==> config.mk <==
export PLATFORM = sky130hd
export DESIGN_NAME = conv_window_ctrl
export DESIGN_NICKNAME = d
export VERILOG_FILES = /design/src/rtl/conv_window_ctrl.sv
export SDC_FILE = /design/constraint.sdc
export NUM_CORES = 1
export LEC_CHECK = 0
export CAP_MARGIN = 20
export CORE_ASPECT_RATIO = 1.25
export CORE_UTILIZATION = 30
export DETAILED_ROUTE_END_ITERATION = 10
export PLACE_DENSITY = 0.59
export SLEW_MARGIN = 20
export SYNTH_ARGS = -nofsm -noshare
export SYNTH_HDL_FRONTEND = slang
export SYNTH_SLANG_ARGS = --single-unit
==> constraint.sdc <==
create_clock -name clk -period 3.8 [get_ports clk]
set_input_delay 0.76 -clock clk [delete_from_list [all_inputs] [get_ports clk]]
set_output_delay 0.76 -clock clk [all_outputs]
set_load 0.02 [all_outputs]
==> src/rtl/conv_window_ctrl.sv <==
// conv_window_ctrl: sequencing controller for a KW x KH sliding-window
// convolution front end. It accepts a raster-ordered pixel stream, drives the
// window shift-register enable, and flags each complete window together with
// the (row, col) of its bottom-right pixel.
//
// Ports:
//   clk, rst            clock, synchronous active-high reset
//   i_run               single-cycle frame start (honoured only in IDLE)
//   i_width, i_height   frame dimensions, sampled on an accepted i_run
//   s_valid / s_ready   upstream pixel handshake
//   o_shift_en          window shift-register enable (s_valid & s_ready)
//   m_valid / m_ready   downstream window handshake
//   o_col, o_row        bottom-right pixel position of the current window
//   o_idle              controller is idle
//   o_done              one-cycle frame-end pulse
//   o_stall_cnt         downstream stall cycle count
//
// Optional feature: define WINDOW_CTRL_STALL_CNT_EN to build the saturating
// stall counter; otherwise o_stall_cnt is tied to zero.

module conv_window_ctrl #(
  parameter int unsigned KW     = 3,
  parameter int unsigned KH     = 3,
  parameter int unsigned DIM_BW = 16
) (
  input  logic              clk,
  input  logic              rst,
  input  logic              i_run,
  input  logic [DIM_BW-1:0] i_width,
  input  logic [DIM_BW-1:0] i_height,
  input  logic              s_valid,
  output logic              s_ready,
  output logic              o_shift_en,
  output logic              m_valid,
  input  logic              m_ready,
  output logic [DIM_BW-1:0] o_col,
  output logic [DIM_BW-1:0] o_row,
  output logic              o_idle,
  output logic              o_done,
  output logic [31:0]       o_stall_cnt
);

  localparam logic [DIM_BW-1:0] KW_L   = DIM_BW'(KW);
  localparam logic [DIM_BW-1:0] KH_L   = DIM_BW'(KH);
  localparam logic [DIM_BW-1:0] KW_M1  = DIM_BW'(KW - 1);
  localparam logic [DIM_BW-1:0] KH_M1  = DIM_BW'(KH - 1);
  localparam logic [DIM_BW-1:0] ONE    = DIM_BW'(1);

  typedef enum logic [1:0] {
    S_IDLE  = 2'd0,
    S_RUN   = 2'd1,
    S_DRAIN = 2'd2,
    S_DONE  = 2'd3
  } state_t;

  state_t r_state;
  state_t w_state_nxt;

  logic [DIM_BW-1:0] r_width;
  logic [DIM_BW-1:0] r_height;
  logic [DIM_BW-1:0] r_col;
  logic [DIM_BW-1:0] r_row;
  logic              r_m_valid;
  logic [DIM_BW-1:0] r_o_col;
  logic [DIM_BW-1:0] r_o_row;

  logic w_run_acc;
  logic w_dims_ok;
  logic w_ready;
  logic w_accept;
  logic w_col_last;
  logic w_last_pix;
  logic w_win;

  // Handshake and position decode
  assign w_run_acc  = (r_state == S_IDLE) && i_run;
  assign w_dims_ok  = (i_width >= KW_L) && (i_height >= KH_L);
  assign w_ready    = (r_state == S_RUN) && (!r_m_valid || m_ready);
  assign w_accept   = s_valid && w_ready;
  assign w_col_last = (r_col == (r_width - ONE));
  assign w_last_pix = w_accept && w_col_last && (r_row == (r_height - ONE));
  // A window completes once the pixel lands at or past the kernel's bottom-right corner
  assign w_win      = w_accept && (r_row >= KH_M1) && (r_col >= KW_M1);

  assign s_ready    = w_ready;
  assign o_shift_en = w_accept;
  assign m_valid    = r_m_valid;
  assign o_col      = r_o_col;
  assign o_row      = r_o_row;
  assign o_idle     = (r_state == S_IDLE);
  assign o_done     = (r_state == S_DONE);

  // State register
  always_ff @(posedge clk) begin
    if (rst) begin
      r_state <= S_IDLE;
    end else begin
      r_state <= w_state_nxt;
    end
  end

  // Next-state logic
  always_comb begin
    w_state_nxt = r_state;
    case (r_state)
      S_IDLE: begin
        if (i_run) begin
          w_state_nxt = w_dims_ok ? S_RUN : S_DONE;
        end
      end
      S_RUN: begin
        if (w_last_pix) begin
          w_state_nxt = S_DRAIN;
        end
      end
      S_DRAIN: begin
        // The final window must be handed off before the frame is declared done
        if (!r_m_valid || m_ready) begin
          w_state_nxt = S_DONE;
        end
      end
      S_DONE: begin
        w_state_nxt = S_IDLE;
      end
      default: begin
        w_state_nxt = S_IDLE;
      end
    endcase
  end

  // Frame geometry and raster position counters
  always_ff @(posedge clk) begin
    if (rst) begin
      r_width  <= '0;
      r_height <= '0;
      r_col    <= '0;
      r_row    <= '0;
    end else if (w_run_acc) begin
      r_width  <= i_width;
      r_height <= i_height;
      r_col    <= '0;
      r_row    <= '0;
    end else if (w_accept) begin
      if (w_col_last) begin
        r_col <= '0;
        r_row <= r_row + ONE;
      end else begin
        r_col <= r_col + ONE;
      end
    end
  end

  // Window output register: one cycle behind the shift register, held while stalled
  always_ff @(posedge clk) begin
    if (rst) begin
      r_m_valid <= 1'b0;
      r_o_col   <= '0;
      r_o_row   <= '0;
    end else if (w_win) begin
      r_m_valid <= 1'b1;
      r_o_col   <= r_col;
      r_o_row   <= r_row;
    end else if (r_m_valid && m_ready) begin
      r_m_valid <= 1'b0;
    end
  end

`ifdef WINDOW_CTRL_STALL_CNT_EN
  logic [31:0] r_stall_cnt;

  // Saturating count of cycles where a window waits on the downstream
  always_ff @(posedge clk) begin
    if (rst) begin
      r_stall_cnt <= '0;
    end else if (w_run_acc) begin
      r_stall_cnt <= '0;
    end else if (r_m_valid && !m_ready && (r_stall_cnt != '1)) begin
      r_stall_cnt <= r_stall_cnt + 32'd1;
    end
  end

  assign o_stall_cnt = r_stall_cnt;
`else
  assign o_stall_cnt = '0;
`endif

endmodule

==> reports/results.tsv <==
metric	value	unit
setup_tns	0	ns
max-vdd-ir-drop	0.2248	mV
yosys-top-cells-count	dfxtp_1, nand2_1, nor2_1	
die-area	19000	µm²
relSlewSlack	49.67	%
pwr-share-clk	29.0	%
drt_iter0_markers	288	
comb_power_share	33.8	%
setup_violations	0	
core-area	18100	µm²
critical_path_class	in -> out	
ios	106	
ys_seq_area_share	35.80	%
critPathSlowestCell	clkdlybuf4s50_1	
vias	4791	
synth_ff_type	dfxtp_1	
clock_sinks	99	
htree_num_levels	3	
yosysMostFrequentCell	dfxtp_1	
ys_warn_count	0	
fin_area	6629	µm²
nets	784	
worst_path_most_repeated_cell	clkdlybuf4s50_1	
sequentialPowerShare	37.2	%
start_util	30.58	%
setup_ws	0.5847	ns
period_share	84.61	%
critPathTopFamily	buffers and inverters	
end_kind	output pin	
dpl_cell_area	6319	µm²
cts_buffer_depth	2	
cts_root_buffer	clkbuf_16	
cap_violations	0	
outcome	finished clean	
cp_data_required_time	3.04	ns
critPathMaxFanout	6	
synthCells	690	
grt_usage	15.45	%
die_h	153.9	µm
netlist_top_cells_area	dfxtp_1, mux2i_1, nand2_1	
grt_pass1_vias	4342	
hold_viol	0	
dp_slack	0.5611	ns
synth_seq_cells	99	
hold_buffers	0	
path_cells	clkdlybuf4s50_1 -> nand2b_1 -> and2_1 -> nand2_1 -> clkinv_1 -> clkdlybuf4s50_1	
place_congestion	0.8809	
grt_start_max_net_pins	41	
cp.buffers_inverters	3	
postSynth.asyncResetShare	0	%
synth_top_area_share	35.80	%
drv_slew	0	
ys_types	60	
grt_setup_unrepaired	false	
powerDensity	500.7	nW/µm²
syn2layout_area_growth	19.76	%
p_sw	1.212	mW
cts_made_buffers	9	
yosys.area.top_type	dfxtp_1	
wire_per_inst	14.59	µm
cts_resized	0	
period_minus_slack	3.215	ns
synth_edf_count	0	
syn_avg_cell_area	8.022	µm²
p_leak	2.603	nW
start_kind	primary input	
via_per_inst	4.939	
hpwlAfterDp	10700	µm
hold_path_class	reg -> reg	
rows	55	
clkTransAtPathRegs	0.07	ns
drive_gt1_share	4.852	%
routed_wl	14160	µm
antenna_cells	0	
cts_tree	built	
grt_pass1_wl	22510	µm
die_width	123.5	µm
final_util	36.63	%
hold_ws	0.4866	ns
num-fill-cells	1896	
drc	0	
detail_route.first_pass.iterations	4	
fin_skew	0.01061	ns
antenna_found_initial	0	
gr-total-overflow	0	
ant_nets	0	
max_slew.worst_pin.slew	0.7498	ns
io_buffers	73	
power.internal	2.108	mW
fmax	311.0	MHz
syn_area	5535	µm²
sw_frac_of_total	36.50	%
worstSkewPairLatency	0.36	ns
cts_setup_buffers	0	
max_stage_delay	0.56	ns
cp.arrival	2.46	ns
logic make-up (layout without fill, tap and decap cells):
group | after synthesis | count (layout) | synth area share (%)
xor gates and xnor gates | 61 | 61 | 9.652
DFF | 99 | 99 | 35.80
AOI/OAI and AO/OA | 86 | 86 | 9.901
and+or+nand+nor | 306 | 306 | 27.26
adders and majority gates | 10 | 10 | 2.260
other | 1 | 32 | 0.06775
muxes | 35 | 35 | 6.352
buffers and inverters | 92 | 113 | 8.702
registers in the layout (all words and copies together), names as in the netlist:
| signal | cells |
|---|---|
| r_col | 16 |
| r_height | 16 |
| r_width | 16 |
| o_col | 16 |
| o_row | 16 |
| r_state | 2 |
| r_row | 16 |
| m_valid | 1 |
tightest hold or removal path, delay by kind of cell (launching register included):
| kind | cells | cell delay [ns] |
|---|---|---|
| compound gates | 1 | 0.06 |
| flops | 1 | 0.33 |
| simple gates | 1 | 0.07 |
path summary, 6_finish.rpt:
check                     startpoint                endpoint  slack, ns  depth (start not counted)
max                          m_ready              o_shift_en       0.58                          6
min            o_row[0]$_SDFFE_PP0P_   o_row[0]$_SDFFE_PP0P_       0.49                          2
max reg2reg  r_width[0]$_SDFFE_PP0P_  r_row[10]$_SDFFE_PP0P_       0.64                         10
min reg2reg    o_row[0]$_SDFFE_PP0P_   o_row[0]$_SDFFE_PP0P_       0.49                          2
metal layers:
layer | global-route usage, % | vias up | wire [µm]
met5 | 0 | - | 0
met4 | 7.172 | 0 | 428
met3 | 2.856 | 24 | 460
met2 | 27.59 | 99 | 7425
met1 | 17.39 | 2245 | 5842
li1 | - | 2423 | -
stage by stage:
stage | power [mW] | cells
5_1_grt | 3.553 | 970
3_5_place_dp | 2.387 | 954
4_1_cts | 3.360 | 970
6_report | 3.319 | 970
2_1_floorplan | 2.118 | 721
3_3_place_gp | 2.379 | 954
power by group through the flow:
stage / Sequential (mW) / Combinational, mW / Clock, mW
after global routing: 1.24 / 1.27 / 1.04
after detailed placement: 1.26 / 1.13 / 0
after global placement: 1.26 / 1.12 / 0
final: 1.23 / 1.12 / 0.962
after CTS: 1.23 / 1.13 / 0.992
after floorplan: 1.20 / 0.918 / 0
final cells by class:
cell class / count / area, µm² / share of cell area, %
clock buffer: 9 / 225.2 / 3.398
clock inverter: 7 / 85.08 / 1.284
inverter: 16 / 60.06 / 0.9060
multi-input combinational: 530 / 3193 / 48.17
sequential: 99 / 1982 / 29.90
tap: 228 / 285.3 / 4.304
timing repair buffer: 81 / 798.3 / 12.04
cell usage in the layout, fill, tap and decap left out, types with 4 or more instances in the layout:
master,n
a211oi_1,5
a21oi_1,43
and2_1,4
and3_1,6
buf_4,7
clkbuf_16,9
clkdlybuf4s50_1,72
conb_1,32
dfxtp_1,99
ha_1,10
inv_1,15
mux2i_1,34
nand2_1,90
nand3_1,24
nand4_1,19
nor2_1,85
nor3_1,12
nor4_1,26
o211ai_1,4
o21ai_0,4
o31ai_1,4
or3_1,7
or4_1,6
xnor2_1,34
xor2_1,27
Power figures use the tool's default switching activity.
